[config.mk]
export PLATFORM = sky130hd
export DESIGN_NAME = regfile_wb_arbiter
export DESIGN_NICKNAME = d
export VERILOG_FILES = /design/src/rtl/regfile_wb_arbiter_pkg.sv /design/src/rtl/regfile_wb_arbiter_fifo.sv /design/src/rtl/regfile_wb_arbiter.sv
export SDC_FILE = /design/constraint.sdc
export NUM_CORES = 1
export LEC_CHECK = 0
export CAP_MARGIN = 20
export CORE_ASPECT_RATIO = 0.8
export CORE_UTILIZATION = 50
export DETAILED_ROUTE_END_ITERATION = 8
export DONT_BUFFER_PORTS = 1
export PLACE_DENSITY = 0.76
export SYNTH_ARGS = -nofsm -noshare
export SYNTH_HDL_FRONTEND = slang
export SYNTH_SLANG_ARGS = --single-unit
[constraint.sdc]
create_clock -name clk_i -period 3.7 [get_ports clk_i]
set_input_delay 0.37 -clock clk_i [delete_from_list [all_inputs] [get_ports clk_i]]
set_output_delay 0.37 -clock clk_i [all_outputs]
set_load 0.005 [all_outputs]
[src/rtl/regfile_wb_arbiter_pkg.sv]
// Shared types for the register-file writeback arbiter: register index and the
// buffered long-latency write request.
package regfile_wb_arbiter_pkg;

    localparam int unsigned CoreXlen = 32;

    typedef logic [4:0] reg_idx_t;

    typedef struct packed {
        reg_idx_t              rd;
        logic [CoreXlen-1:0]   data;
    } wb_req_t;

    function automatic logic [31:0] rd_onehot(input reg_idx_t rd);
        return 32'(1) << rd;
    endfunction

endpackage

[src/rtl/regfile_wb_arbiter_fifo.sv]
// Small synchronous FIFO of writeback requests; also reports whether any queued
// entry targets a given register.
module regfile_wb_arbiter_fifo
    import regfile_wb_arbiter_pkg::*;
#(
    parameter int unsigned DEPTH = 2
) (
    input  logic     clk_i,
    input  logic     rst_sync_i,
    input  logic     push_i,
    input  wb_req_t  wdata_i,
    input  logic     pop_i,
    output wb_req_t  rdata_o,
    output logic     full_o,
    output logic     empty_o,
    input  reg_idx_t probe_rd_i,
    output logic     probe_hit_o
);

    localparam int unsigned AW = $clog2(DEPTH);

    wb_req_t          mem_q [DEPTH];
    logic [DEPTH-1:0] vld_q, vld_d;
    logic [AW:0]      wptr_q, rptr_q;
    logic [AW-1:0]    widx, ridx;
    logic             do_push, do_pop;

    assign widx    = wptr_q[AW-1:0];
    assign ridx    = rptr_q[AW-1:0];
    assign empty_o = (wptr_q == rptr_q);
    assign full_o  = (wptr_q[AW] != rptr_q[AW]) && (widx == ridx);
    assign rdata_o = mem_q[ridx];

    // A pop frees the head slot, so a push into a full FIFO is legal alongside it.
    assign do_pop  = pop_i && !empty_o;
    assign do_push = push_i && (!full_o || do_pop);

    always_comb begin
        vld_d = vld_q;
        if (do_pop) begin
            vld_d[ridx] = 1'b0;
        end
        if (do_push) begin
            vld_d[widx] = 1'b1;
        end
    end

    always_comb begin
        probe_hit_o = 1'b0;
        for (int i = 0; i < int'(DEPTH); i++) begin
            if (vld_q[i] && (mem_q[i].rd == probe_rd_i)) begin
                probe_hit_o = 1'b1;
            end
        end
    end

    always_ff @(posedge clk_i or posedge rst_sync_i) begin
        if (rst_sync_i) begin
            wptr_q <= '0;
            rptr_q <= '0;
            vld_q  <= '0;
        end else begin
            vld_q <= vld_d;
            if (do_push) begin
                wptr_q <= wptr_q + (AW + 1)'(1);
            end
            if (do_pop) begin
                rptr_q <= rptr_q + (AW + 1)'(1);
            end
        end
    end

    always_ff @(posedge clk_i) begin
        if (do_push) begin
            mem_q[widx] <= wdata_i;
        end
    end

endmodule

[src/rtl/regfile_wb_arbiter.sv]
// Arbitrates the single register-file write port between pipeline writeback and
// buffered long-latency results, and tracks pending long-latency destinations.
module regfile_wb_arbiter
    import regfile_wb_arbiter_pkg::*;
#(
    parameter int unsigned XLEN            = CoreXlen,  // must equal CoreXlen
    parameter int unsigned FIFO_DEPTH      = 2,
    parameter int unsigned STARVE_LIMIT    = 4,
    parameter int unsigned MAX_OUTSTANDING = 4
) (
    input  logic            clk_i,
    input  logic            rst_sync_i,
    input  logic            pipe_wb_valid_i,
    input  reg_idx_t        pipe_wb_rd_i,
    input  logic [XLEN-1:0] pipe_wb_data_i,
    output logic            pipe_hold_o,
    input  logic            lat_valid_i,
    output logic            lat_ready_o,
    input  reg_idx_t        lat_rd_i,
    input  logic [XLEN-1:0] lat_data_i,
    input  logic            iss_valid_i,
    input  logic            iss_long_i,
    input  reg_idx_t        iss_rs1_i,
    input  logic            iss_rs1_used_i,
    input  reg_idx_t        iss_rs2_i,
    input  logic            iss_rs2_used_i,
    input  reg_idx_t        iss_rd_i,
    output logic            iss_stall_o,
    output reg_idx_t        reg_waddr_o,
    output logic [XLEN-1:0] reg_wdata_o,
    output logic            reg_wen_o
);

    localparam int unsigned CW = $clog2(MAX_OUTSTANDING + 1);
    localparam int unsigned SW = $clog2(STARVE_LIMIT + 1);

    wb_req_t       head, lat_req;
    logic          fifo_full, fifo_empty, fifo_hit;
    logic          lat_push, fifo_grant, pipe_grant;
    logic          sb_set, sb_clr;
    logic [31:0]   pending_q, pending_d;
    logic [CW-1:0] cnt_q, cnt_d;
    logic [SW-1:0] starve_q, starve_d;
    logic          steal_q, steal_d;

    assign lat_req     = '{rd: lat_rd_i, data: lat_data_i};
    assign lat_ready_o = !fifo_full;
    assign lat_push    = lat_valid_i && !fifo_full;

    regfile_wb_arbiter_fifo #(
        .DEPTH (FIFO_DEPTH)
    ) u_fifo (
        .clk_i       (clk_i),
        .rst_sync_i  (rst_sync_i),
        .push_i      (lat_push),
        .wdata_i     (lat_req),
        .pop_i       (fifo_grant),
        .rdata_o     (head),
        .full_o      (fifo_full),
        .empty_o     (fifo_empty),
        .probe_rd_i  (pipe_wb_rd_i),
        .probe_hit_o (fifo_hit)
    );

    // In a steal cycle the pipeline request is ignored; it re-presents next cycle.
    assign fifo_grant  = !fifo_empty && (steal_q || !pipe_wb_valid_i);
    assign pipe_grant  = pipe_wb_valid_i && !steal_q;
    assign pipe_hold_o = steal_q;

    always_comb begin
        reg_wen_o   = 1'b0;
        reg_waddr_o = '0;
        reg_wdata_o = '0;
        if (!rst_sync_i) begin
            if (fifo_grant) begin
                reg_wen_o   = (head.rd != '0);
                reg_waddr_o = head.rd;
                reg_wdata_o = head.data;
            end else if (pipe_grant) begin
                reg_wen_o   = (pipe_wb_rd_i != '0);
                reg_waddr_o = pipe_wb_rd_i;
                reg_wdata_o = pipe_wb_data_i;
            end
        end
    end

    always_comb begin
        iss_stall_o = 1'b0;
        if (!rst_sync_i && iss_valid_i) begin
            iss_stall_o = (iss_rs1_used_i && pending_q[iss_rs1_i]) ||
                          (iss_rs2_used_i && pending_q[iss_rs2_i]) ||
                          pending_q[iss_rd_i] ||
                          (iss_long_i && (cnt_q == CW'(MAX_OUTSTANDING)));
        end
    end

    assign sb_set = iss_valid_i && iss_long_i && !iss_stall_o && (iss_rd_i != '0);
    assign sb_clr = fifo_grant && (head.rd != '0);

    // Clear before set so a same-cycle set of the same register wins.
    always_comb begin
        pending_d = pending_q;
        if (sb_clr) begin
            pending_d = pending_d & ~rd_onehot(head.rd);
        end
        if (sb_set) begin
            pending_d = pending_d | rd_onehot(iss_rd_i);
        end
        pending_d[0] = 1'b0;

        unique case ({sb_set, sb_clr})
            2'b10:   cnt_d = cnt_q + CW'(1);
            2'b01:   cnt_d = cnt_q - CW'(1);
            default: cnt_d = cnt_q;
        endcase

        starve_d = starve_q;
        if (fifo_grant) begin
            starve_d = '0;
        end else if (pipe_grant && !fifo_empty) begin
            starve_d = starve_q + SW'(1);
        end
        steal_d = (starve_d == SW'(STARVE_LIMIT));
    end

    always_ff @(posedge clk_i or posedge rst_sync_i) begin
        if (rst_sync_i) begin
            pending_q <= '0;
            cnt_q     <= '0;
            starve_q  <= '0;
            steal_q   <= 1'b0;
        end else begin
            pending_q <= pending_d;
            cnt_q     <= cnt_d;
            starve_q  <= starve_d;
            steal_q   <= steal_d;
        end
    end

    a_pipe_rd_not_queued: assert property (@(posedge clk_i) disable iff (rst_sync_i)
        (pipe_wb_valid_i && (pipe_wb_rd_i != '0)) |-> !fifo_hit);
    a_cnt_no_underflow: assert property (@(posedge clk_i) disable iff (rst_sync_i)
        !(sb_clr && !sb_set && (cnt_q == '0)));
    a_lat_rd_pending: assert property (@(posedge clk_i) disable iff (rst_sync_i)
        (lat_valid_i && (lat_rd_i != '0)) |-> pending_q[lat_rd_i]);

endmodule

# Word level (Yosys, flattened, before mapping)
# Memories as Yosys holds them, arrays and structs flattened.
# Index checks and enable logic that the tools add are counted.
[classes]
add_sub_neg = 5
mul = 0
div = 0
order_cmp = 3
eq_ne = 7
n_shift = 2
n_mux = 23
n_bitwise = 3
n_reduce_logical = 30
[ops]
columns = ["cell", "count"]
rows = [
  ["$mux W32", 5],
  ["$shl A1 B5 Y32 const A", 2],
  ["$and A32 B32 Y32", 1],
  ["$not A32 Y32", 1],
  ["$or A32 B32 Y32", 1],
  ["$lt A5 B6 Y1 const B", 3],
  ["$bmux W1 S5", 3],
  ["$logic_and A1 B1 Y1", 15],
  ["$mux W5", 3],
  ["$reduce_bool A5 Y1", 3],
  ["$mux W1", 9],
  ["$add A3 B1 Y3 const B", 2],
  ["$eq A3 B3 Y1 const B", 2],
  ["$logic_not A1 Y1", 6],
  ["$mux W3", 2],
  ["$pmux W3 S2", 1],
  ["$logic_or A1 B1 Y1", 5],
  ["$add A2 B1 Y2 const B", 2],
  ["$sub A3 B1 Y3 const B", 1],
  ["$eq A2 B1 Y1 const B", 1],
  ["$eq A2 B2 Y1", 1],
  ["$eq A2 B2 Y1 const B", 1],
  ["$reduce_bool A2 Y1", 1],
  ["$eq A1 B1 Y1", 1],
  ["$ne A1 B1 Y1", 1],
]
[word_totals]
reg_bits = 42
latch_bits = 0
mem_bits_rw = 74
rom_bits = 0
in_bits = 97
elab_cells = 80
memories = 1
[mem_list]
columns = ["name", "words", "width", "read_ports", "rd_clocked_by_memory_dff", "write_ports", "line_no", "text"]
rows = [
  ["u_fifo.mem_q", 2, 37, 1, 0, 1, "regfile_wb_arbiter_fifo.sv:22", "wb_req_t mem_q [DEPTH];"],
]

# Logic depth before layout (Yosys ltp)
# Gate-level depths: netlist of the first run.
[logic_depth]
depth_word = 12
depth_mapped = 14
ltp_nobuf = 13

# Cells and area by module
# Synthesis of the first run repeated with hierarchy kept, for this count alone.
[unflattened]
hier_cells = 591
hier_area_um2 = 6532.5
[modules_own_cells]
columns = ["module", "n_inst", "cells_per_inst", "area_per_inst_um2"]
rows = [
  ["regfile_wb_arbiter", 1, 418, 3362.0],
  ["regfile_wb_arbiter_fifo", 1, 173, 3170.5],
]

# Least setup slack after synthesis of the first run
# Ideal clock, no wire load.
[synth_path]
path_kind = "in2reg"
from = "input iss_rs2_i[1]"
to = "register cnt_q[2]"
arrival_ns = 3.093
slack_ns = 0.482
path_stages = 13
n_path_buf = 1
cell_sequence = "clkbuf_1 > mux4_2 > nand4_1 > nand2_1 > o311ai_1 > nand3_4 > or3_1 > ha_1 > inv_1 > fa_1 > xor2_1 > nor2_1 > xor2_1"
[synth_between]
elab_chain_len = 12
elab_cells_between_ends = 14
classes_between = "eq/ne (2); mux (4); reduce/logical (8)"
[synth_lines]
columns = ["element", "line_no", "text"]
rows = [
  ["start: declaration", "regfile_wb_arbiter.sv:25", "input reg_idx_t iss_rs2_i,"],
  ["$bmux W1 S5 (*)", "regfile_wb_arbiter.sv:91", "(iss_rs2_used_i && pending_q[iss_rs2_i]) ||"],
  ["$mux W1 (not written as such) (*)", "regfile_wb_arbiter.sv:91", ""],
  ["$logic_and A1 B1 Y1 (*)", "regfile_wb_arbiter.sv:91", ""],
  ["$logic_or A1 B1 Y1 (*)", "regfile_wb_arbiter.sv:90", "iss_stall_o = (iss_rs1_used_i && pending_q[iss_rs1_i]) ||"],
  ["$logic_or A1 B1 Y1 (*)", "regfile_wb_arbiter.sv:91", ""],
  ["$logic_or A1 B1 Y1 (*)", "regfile_wb_arbiter.sv:92", "pending_q[iss_rd_i] ||"],
  ["$mux W1 (*)", "regfile_wb_arbiter.sv:89", "if (!rst_sync_i && iss_valid_i) begin"],
  ["$logic_not A1 Y1 (*)", "regfile_wb_arbiter.sv:97", "assign sb_set = iss_valid_i && iss_long_i && !iss_stall_o && (iss_rd_i != '0);"],
  ["$logic_and A1 B1 Y1 (*) (2 in a row)", "regfile_wb_arbiter.sv:97", ""],
  ["$eq A2 B1 Y1 / $eq A2 B2 Y1 (equally long branches)", "regfile_wb_arbiter.sv:111", "unique case ({sb_set, sb_clr})"],
  ["$pmux W3 S2 / $reduce_bool A2 Y1 (equally long branches)", "n/a", ""],
  ["end signal: assignment", "regfile_wb_arbiter.sv:134", "cnt_q <= cnt_d;"],
  ["end: declaration", "regfile_wb_arbiter.sv:42", "logic [CW-1:0] cnt_q, cnt_d;"],
]
# Every way passes the cells marked *; elsewhere a longest branch is shown, timed or not. The select of a mux whose other input is x is not followed.
# A chain may end at the register's enable or synchronous reset.

# Worst setup path in the final report of the first run
[layout_path]
from = "register pending_q[8]"
to = "register cnt_q[2]"
[layout_between]
elab_chain_len = 12
elab_cells_between_ends = 19
classes_between = "eq/ne (2); mux (8); reduce/logical (9)"
[layout_lines]
columns = ["element", "line_no", "text"]
rows = [
  ["start: declaration", "regfile_wb_arbiter.sv:41", "logic [31:0] pending_q, pending_d;"],
  ["start signal: assignment", "regfile_wb_arbiter.sv:133", "pending_q <= pending_d;"],
  ["$bmux W1 S5 (on tied branches)", "regfile_wb_arbiter.sv:90, regfile_wb_arbiter.sv:91", ""],
  ["$mux W1 (on tied branches)", "regfile_wb_arbiter.sv:90, regfile_wb_arbiter.sv:91", ""],
  ["$logic_and A1 B1 Y1 (on tied branches)", "regfile_wb_arbiter.sv:90, regfile_wb_arbiter.sv:91", ""],
  ["$logic_or A1 B1 Y1", "regfile_wb_arbiter.sv:90", ""],
  ["$logic_or A1 B1 Y1 (*)", "regfile_wb_arbiter.sv:91", ""],
  ["$logic_or A1 B1 Y1 (*)", "regfile_wb_arbiter.sv:92", ""],
  ["$mux W1 (*)", "regfile_wb_arbiter.sv:89", ""],
  ["$logic_not A1 Y1 (*)", "regfile_wb_arbiter.sv:97", ""],
  ["$logic_and A1 B1 Y1 (*) (2 in a row)", "regfile_wb_arbiter.sv:97", ""],
  ["$eq A2 B1 Y1 / $eq A2 B2 Y1 (equally long branches)", "regfile_wb_arbiter.sv:111", ""],
  ["$pmux W3 S2 / $reduce_bool A2 Y1 (equally long branches)", "n/a", ""],
]
# Marks and branches as above.

==> results.md, run 1 <==
* Layout area overhead at 10.6%
* Non-Filler Instances at 701
* Slew Limit Headroom at 31.9%
* Prevailing post-synth register cell: edfxtp_1
* XOR/XNOR Fraction of Synth Area at 1.28%
* Post-Syn Instances at 553
* RSZ-0062 raised after global routing: false
* Diodes inserted at 0
* H-tree depth at 4
* WL per Instance at 21.4 microns
* Most frequent cell after synthesis: edfxtp_1
* Post-synthesis sequential area ratio at 53.2%
* Hold_ws at 0.0124 ns
* Largest family of logic cells by synthesized area: multiplexers
* Placed Cells at 668
* Die Wd at 126 microns
* Initial antenna violation count at 0
* Die area at 12800 sq um
* Post-DP HPWL at 10700 microns
* FF-to-FF path depth at 13
* Nature of the critical path startpoint: register
* Fin nets at 640
* Syn avg cell area at 11.1 sq um
* Reg2reg setup slack at 0.57 ns
* Setup tns final at 0 ns
* Worst path required time at 4.00 ns
* Clk slew on worst S/H paths at 0.06 ns
* Post-synth net total at 653
* Post-Synth Simple-Gate Area at 14.8%
* Pins Over Slew Limit at 0
* Top Ports at 138
* Synth warnings at 0
* Clock sink count at 116
* GP Congestion at 0.945
* Layout cells sized above 1 at 12.5%
* Top sig layer: met4
* Clock Skews at 0.00582 ns
* Row Count at 35
* CTS tree: yes
* Total CTS buffers at 17
* Remaining Overflow, GRT at 0
* Max VDD drop at 0.455 mV
* Fillers at 996
* Drt pass-1 iters at 4
* WL final at 15000 microns
* Seq cells post-synth at 116
* Vias per cell at 6.40
* Critical path class: reg -> reg
* Worst Tran Pin Value at 1.02 ns
* Port-buffer cells at 0
* Post-Synth Adder-Cell Area at 0.732%
* Max-capacitance violation count at 0
* Pre-CTS setup slack at 0.567 ns
* Reg2Reg Capture Point: cnt_q[2]
* Max Root-Sink Buffers at 2
* Post-CTS Resized at 0
* Fin crit period at 3.13 ns
* Total number of vias at 4483
* Fin. Hold Viols at 0
* Routed wl met2 at 7110 microns
* Antenna-violating nets left at 0
* Complex-gate fraction of the synthesized area at 11.0%
* Status: finished clean
* GRT Overall Usage at 24.3%
* Post-route setup slack at 0.572 ns
* Clock tree root buffer cell: clkbuf_16
* Register area at 3270 sq um
* Crit share post-route at 84.5%
* Power Density at 829 nW/um^2
* DRT iter0 DRCs at 290
* Syn Std Cell Area at 6150 sq um
* Top cells by count, synth: edfxtp_1, nor2_1, o21ai_0, mux2i_1, nand2_1
* Number of synthesized flops with an enable pin at 74
* Area leader, netlist: edfxtp_1
* Netlist cell types at 50
* Max Fclk at 320 MHz
* Synth top area cells: edfxtp_1, dfrtp_1, mux2i_1
* Top-area cell type share of the netlist area at 36.1%
* Leakage power at 2.54 nW
* Die H at 101 microns
* Global-route wire length before repair at 23100 microns
* Area of the multi-input gates at 2670 sq um
* FF-to-FF Start: pending_q[8]
* Initial core utilization at 52.4%
* Setup bufs post-CTS at 0
* Cts hold-fix bufs at 0
* Drt drc at 0
* Hold WC Path Type: in -> async
* Crit path max fanout at 4
* Worst setup EP type: register
* Ys async rst share at 36.2%
* Pin count of the biggest net entering global routing at 40
* Endpoints failing setup at 0
* CORE AREA at 11700 sq um
* Arr. time, crit path at 3.43 ns
* Routed wl met3 at 1460 microns
* Length of routed wiring on met1 at 6280 microns
* Vias in the first global route at 4314
* Worst-Skew Late Latency at 0.42 ns
* Mux cell area share after synthesis at 15.3%
-- where the power goes --
| part | switching [mW] | leakage, nW | internal (mW) |
|---|---|---|---|
| Clock | 0.679 | 0.281 | 0.899 |
| Sequential | 0.301 | 1.22 | 1.88 |
| Combinational | 1.14 | 1.03 | 0.745 |
| Total | 2.12 | 2.54 | 3.52 |
-- layout make-up --
type | instances | share of cell area [%]
Clock buffer | 17 | 6.25
Clock inverter | 15 | 2.30
Inverter | 8 | 0.441
Multi-Input combinational cell | 390 | 39.2
Sequential cell | 116 | 48.1
Tap cell | 148 | 2.72
Timing Repair Buffer | 7 | 0.956
-- metrics by stage --
step | util (%) | area (sq um) | total power, mW
6_report | 58.0 | 6800 | 5.64
5_1_grt | 58.0 | 6800 | 5.96
4_1_cts | 57.8 | 6780 | 5.64
3_5_place_dp | 52.8 | 6200 | 4.06
3_3_place_gp | 52.8 | 6200 | 4.00
2_1_floorplan | - | 6150 | 3.60
-- worst max-delay path by stage --
stage / end / from / cells past startpoint
6_report: cnt_q[2] / pending_q[8] / 13
5_1_grt: cnt_q[2] / pending_q[20] / 13
4_1_cts: cnt_q[2] / pending_q[8] / 13
3_5_place_dp: cnt_q[2] / iss_rd_i[1] / 13
3_3_place_gp: cnt_q[2] / pending_q[20] / 13
2_1_floorplan: cnt_q[2] / iss_rs2_i[1] / 13
-- critical path, cell delays in order, from the launching register on --
cell,delay [ns]
dfrtp_1,0.42
mux4_1,0.51
mux2_2,0.28
nand2_1,0.07
o22ai_1,0.08
o31ai_2,0.30
nand3_4,0.10
or3_1,0.41
ha_1,0.23
inv_1,0.08
fa_1,0.18
xor2_1,0.15
nor2_1,0.06
xor2_1,0.13
-- state kept, by name, summed over array words and instances (netlist names) --
register and flops:
cnt_q 3, pending_q 31, pipe_hold_o 1, starve_q 3, u_fifo.mem_q 74, u_fifo.rptr_q 2, u_fifo.wptr_q 2
-- kinds of logic after synthesis --
| logic type | count (synthesis) |
|---|---|
| AOI/OAI and AO/OA | 118 |
| adders and majority gates | 3 |
| xor gates and xnor gates | 9 |
| DFF | 116 |
| muxes | 71 |
| buffers and inverters | 47 |
| and+or+nand+nor | 189 |
-- routing by layer --
layer	up-vias	track usage [%]
li1	2051	-
met1	2196	31.6
met2	219	38.1
met3	17	9.14
met4	0	7.69
met5	-	0
-- placed cells by master (no fill, tap or decap), types with 6 or more instances in the layout --
cell / count
o21ai_0: 50
o21ai_1: 9
nand3_1: 8
mux2i_1: 48
nor2_1: 52
a21oi_1: 38
edfxtp_1: 74
clkbuf_16: 17
nor3_1: 42
inv_1: 8
xnor2_1: 6
nand2_1: 46
dfrtp_1: 41
mux4_2: 15
mux2_2: 6
buf_4: 6
nor2b_1: 7
Power figures use the tool's default switching activity.
==> run 2: changes to the inputs <==
Settings changed: ABC_AREA set to 1, PLACE_DENSITY 0.76 to 0.79.
Clock period 3.7 ns to 2.8 ns, I/O delays scaled along.
==> run 2 against run 1 <==
Effect of this change: combinational power up 59%; cell count up 56%; synthesized cell count grew 58%; critical path type is now reg -> out; critical endpoint is now reg_waddr_o[3]; largest power group is now combinational cells; highest routed layer unchanged.
==> results.md, run 2 <==
* Pin count of the biggest net entering global routing at 43
* Delay-heaviest family, CP: buffers and inverters
* Prevailing post-synth register cell: edfxtp_1
* Initial antenna violation count at 0
* Die area at 13600 sq um
* Reg power frac at 35.2%
* Top-area cell type share of the netlist area at 33.8%
* M1 GR Usage at 35.9%
* Syn avg cell area at 7.51 sq um
* Area post-placement at 6740 sq um
* H-tree depth at 4
* Top cells by count, synth: nand2_1, nand3_1, edfxtp_1, nor2_1, inv_1
* Max-capacitance violation count at 0
* Total number of vias at 6100
* Diodes inserted at 0
* Status: finished clean
* Die H at 105 microns
* Gate power share at 37.6%
* Max reg flops at 74
* Fillers at 1106
* Commonest cells after routing, fill and taps aside: nand2_1, nand3_1, edfxtp_1
* Drt drc at 0
* Worst path required time at 2.52 ns
* Vias in the first global route at 5566
* Clock sink count at 116
* Post-synthesis sequential area ratio at 49.7%
* GP Congestion at 0.901
* Tot Pwr at 7.94 mW
* Worst setup EP type: output pin
* Power Density at 1030 nW/um^2
* Die Wd at 130 microns
* P_sw at 3.19 mW
* Pins Over Slew Limit at 0
* Top Ports at 138
* GRT Overall Usage at 26.8%
* Number of synthesized flops with an enable pin at 74
* Pint at 4.76 mW
* Post-route cell area at 7740 sq um
* Post-Syn Instances at 876
* Remaining Overflow, GRT at 0
* Endpoints failing setup at 0
* Critical path class: reg -> out
* Max VDD drop at 0.816 mV
* Clk pwr share at 27.2%
* Worst Tran Pin Value at 0.548 ns
* Nature of the critical path startpoint: register
* Clock Skews at 0.00625 ns
* Biggest regs: u_fifo.mem_q x74, pending_q x31
* Clk slew on worst S/H paths at 0.06 ns
* Synth warnings at 0
* Total CTS buffers at 17
* Post-DP HPWL at 11400 microns
* Slowest-stage cell, CP: dfrtp_2
* CP Cell Sequence: buf_4 -> xnor2_1 -> nand2_1 -> inv_2 -> nor2_4 -> buf_4 -> nand2_1 -> a21oi_1
* Global-route wire length before repair at 28000 microns
* Row Count at 37
* Met2 GRT Util at 42.2%
* Netlist cell types at 35
* WL final at 17300 microns
* Port-buffer cells at 0
* Fin crit period at 2.60 ns
* Net Sw Frac at 40.1%
* Setup tns final at 0 ns
* Leakage power at 3.43 nW
* CTS tree: yes
* Placed Cells at 1022
* DRT iter0 DRCs at 665
* Most common cell after layout, fill and taps aside: nand2_1
* Area leader, netlist: edfxtp_1
* Ys async rst share at 36.2%
* WL per Instance at 15.8 microns
* Antenna-violating nets left at 0
* Arr. time, crit path at 2.32 ns
* Hold WC Path Type: in -> reg
* Drt pass-1 iters at 6
* CORE AREA at 12900 sq um
* Busiest grt layer: met2
* Fin nets at 1006
* Initial core utilization at 51.1%
* Max Root-Sink Buffers at 2
* Synth top area cells: edfxtp_1, nand2_1, dfrtp_1
* Crit share post-route at 93.0%
* Post-synth net total at 976
* Most frequent cell after synthesis: nand2_1
* Max Fclk at 384 MHz
* Biggest register: u_fifo.mem_q
* Layout area overhead at 17.5%
* Slew Limit Headroom at 63.0%
* Vias per cell at 5.58
* Crit path max fanout at 39
* Finished Core Util at 60.1%
* Syn Std Cell Area at 6580 sq um
* Worst-Skew Late Latency at 0.42 ns
* Sum of buffers and inverters on the critical path at 3
* Non-Filler Instances at 1094
* RSZ-0062 raised after global routing: false
* Slowest stage delay, CP at 0.45 ns
* Layout cells sized above 1 at 8.92%
* Met3 Use GR at 7.68%
* Seq cells post-synth at 116
* Clock tree root buffer cell: clkbuf_16
* Fin. Hold Viols at 0
==> run 2: changes by cell type after synthesis, sizes merged, moves of 5 or more <==
cell / delta
mux2: -6
nor2b: -8
o21ai: -43
or2: +5
nor3: -39
mux2i: -48
nand2: +311
nand3: +117
nor2: +23
clkbuf: +7
inv: +58
mux4: -17
==> run 2: logic make-up after synthesis <==
kind of cell / share of synthesized area [%]
buf+inv: 7.11
compound gates: 5.55
simple gates: 36.0
xor+xnor: 0.932
fa+ha+maj: 0.684
flops: 49.7
==> run 2: tightest hold or removal path: cells and delay by family <==
kind,cells,cell delay (ns)
and+or+nand+nor,3,0.13
==> run 2: area by class of cell <==
type | count | area, sq um | share of cell area (%)
clock buffer | 17 | 425 | 5.50
clock inverter | 15 | 170 | 2.20
inverter | 67 | 251 | 3.25
multi-input combinational | 648 | 2870 | 37.1
sequential | 116 | 3270 | 42.3
tap | 175 | 219 | 2.83
timing repair buffer | 56 | 528 | 6.83
==> run 2: timing repair <==
action | CTS | global route
hold endpoints to repair | 116 | 0
buffers inserted | 0 | 2
gates resized for setup | 0 | 1
setup endpoints to repair | 0 | 2
hold buffers | 38 | 0
==> run 2: final timing paths <==
| check | from | to | slack (ns) | cells after the start |
|---|---|---|---|---|
| worst max-delay path | u_fifo.rptr_q[0] | reg_waddr_o[3] | 0.20 | 8 |
| worst min-delay path | iss_rd_i[4] | pending_q[13] | 0.04 | 3 |
| worst max register to register | u_fifo.rptr_q[0] | cnt_q[1] | 0.27 | 14 |
| worst min register to register | cnt_q[2] | cnt_q[2] | 0.47 | 1 |
| max in group asynchronous | rst_sync_i | u_fifo.rptr_q[0] | 1.87 | 3 |
| min in group asynchronous | rst_sync_i | pending_q[29] | 0.53 | 3 |
==> run 2: metal layers <==
layer,wire [microns],vias to the layer above,part of all wire [%]
met5,0,-,0
met2,8330,328,48
met3,1710,29,9.9
li1,-,2895,-
met1,6950,2848,40
met4,261,0,1.5
==> run 2: stage by stage <==
stage | worst slack, ns | hold WS, ns
5_1_grt | 0.00104 | 0.0380
3_5_place_dp | 0.220 | 0.379
3_3_place_gp | 0.322 | 0.373
2_1_floorplan | 0.00100 | 0.379
4_1_cts | 0.110 | 0.0265
6_report | 0.197 | 0.0375
==> run 2: power groups by stage <==
stage,clock [mW],combinational (mW),sequential [mW]
floorplan,0,2.18,2.72
global placement,0,2.78,2.80
detailed placement,0,2.84,2.80
CTS,2.17,2.92,2.78
global route,2.26,3.37,2.84
finish,2.16,2.98,2.79
==> run 3: changes to the inputs <==
Settings changed: CTS_BUF_LIST set to sky130_fd_sc_hd__clkbuf_2.
==> run 3 against run 2 <==
Effect of this change: cell count increased by 1.7%; utilization shrank 0.068 points; critical path depth is the same; clock skew up 0.026 ns; clock-buffer cell count unchanged; sequential share of layout area about the same; design area decreased by 0.11%; global-route usage hardly changed.
==> results.md, run 3 (same netlist as run 2, synthesis figures left out) <==
* Pre-CTS setup slack at 0.220 ns
* WL final at 18500 microns
* Global-route wire length before repair at 28000 microns
* Slew Limit Headroom at 49.5%
* Most common cell after layout, fill and taps aside: nand2_1
* Clock tree root buffer cell: clkbuf_2
* Vias in the first global route at 5553
* Worst path required time at 2.52 ns
* Finished Core Util at 60.0%
* Total number of vias at 6254
* Post-route setup slack at 0.0150 ns
* Die H at 105 microns
* H-tree depth at 4
* Fin crit period at 2.78 ns
* Crit share post-route at 99.5%
* Arr. time, crit path at 2.50 ns
* FF-to-FF path depth at 15
* Non-Filler Instances at 1113
* Initial core utilization at 51.1%
* Layout area overhead at 17.4%
* Fin nets at 1025
* Placed Cells at 1022
* Tot Pwr at 7.47 mW
* Die Wd at 130 microns
* Worst setup path startpoint: u_fifo.rptr_q[0]
* Max Fclk at 359 MHz
* Endpoints failing setup at 0
* Nature of the critical path startpoint: register
* Crit path max fanout at 20
* Clock Skews at 0.0325 ns
* Antenna-violating nets left at 0
* Pins Over Slew Limit at 0
* DRT iter0 DRCs at 786
* Remaining Overflow, GRT at 0
* Biggest regs: u_fifo.mem_q x74, pending_q x31
* Drt pass-1 iters at 7
* Hold_ws at 0.0651 ns
* Max reg flops at 74
* Pin count of the biggest net entering global routing at 43
* Fin. Hold Viols at 0
* Total CTS buffers at 17
* Worst Tran Pin Value at 0.748 ns
* Area post-placement at 6740 sq um
* Hold WC Path Type: in -> reg
* Biggest register: u_fifo.mem_q
* HP Start: iss_rd_i[1]
* GRT Overall Usage at 26.9%
* Row Count at 37
* Drt drc at 0
* Status: finished clean
* Port-buffer cells at 0
* Die area at 13600 sq um
* Hold Path Stages at 6
* Max-capacitance violation count at 0
* Post-DP HPWL at 11400 microns
* Diodes inserted at 0
* Clk slew on worst S/H paths at 0.19 ns
* Layout cells sized above 1 at 11.1%
* Commonest cells after routing, fill and taps aside: nand2_1, nand3_1, edfxtp_1
* Leakage power at 3.42 nW
* Max Root-Sink Buffers at 2
* Setup tns final at 0 ns
* Worst-Skew Late Latency at 0.68 ns
* Reg2reg setup slack at 0.11 ns
* FF-to-FF Start: u_fifo.rptr_q[0]
* Max VDD drop at 0.513 mV
* Post-route cell area at 7730 sq um
* Top Ports at 138
* WL per Instance at 16.7 microns
* Clock sink count at 116
* CORE AREA at 12900 sq um
* Initial antenna violation count at 0
* GP Congestion at 0.901
* Critical path class: reg -> out
* Worst setup EP type: output pin
* Vias per cell at 5.62
* Power Density at 967 nW/um^2
* CTS tree: yes
-- run 3: changes by cell type in the layout (fill, tap and decap cells not counted), sizes merged --
cell          delta
dlymetal6s4s     +1
buf              +9
dlygate4sd3      +8
clkbuf           +1
-- run 3: where the power goes --
part | total (mW) | internal [mW] | switching, mW
clock network | 1.15 | 0.431 | 0.722
registers | 2.80 | 2.47 | 0.327
logic | 3.52 | 1.24 | 2.28
total | 7.47 | 4.14 | 3.33
-- run 3: final timing paths --
check	endpoint
max in group asynchronous	pending_q[20]
min in group asynchronous	pending_q[21]
min reg2reg	cnt_q[0]
max reg2reg	cnt_q[2]
min	pending_q[24]
max	reg_waddr_o[2]
-- run 3: worst max-delay path, stage by stage, from the launching register on --
cell and delay (ns):
dfrtp_2 0.52, buf_8 0.16, xnor2_2 0.14, nand2_1 0.15, inv_2 0.08, nor2_4 0.20, buf_12 0.19, nand2_1 0.09
a21oi_1 0.28
-- run 3: cell type report --
type / count / area, sq um
flip-flops and latches: 116 / 3270
clock buffers: 17 / 85.1
multi-input cells: 648 / 2960
inverters: 67 / 256
clock inverters: 15 / 170
well taps: 175 / 219
fillers: 1087 / 5140
repair buffers: 75 / 762
-- run 3: what timing repair did --
item | CTS | global route
gates resized for setup | 3 | 32
setup endpoints to repair | 36 | 39
hold buffers | 47 | 0
hold endpoints to repair | 149 | 0
setup buffers | 0 | 11
pin swaps | 0 | 5
gates cloned | 0 | 1
-- run 3: metal layers --
metal / vias to the layer above / part of all wire [%] / GRT usage (%)
met5: - / 0 / 0
met4: 0 / 1.8 / 5.81
met2: 372 / 49 / 43.3
met3: 40 / 9.4 / 6.86
li1: 2941 / - / -
met1: 2901 / 40 / 36.4
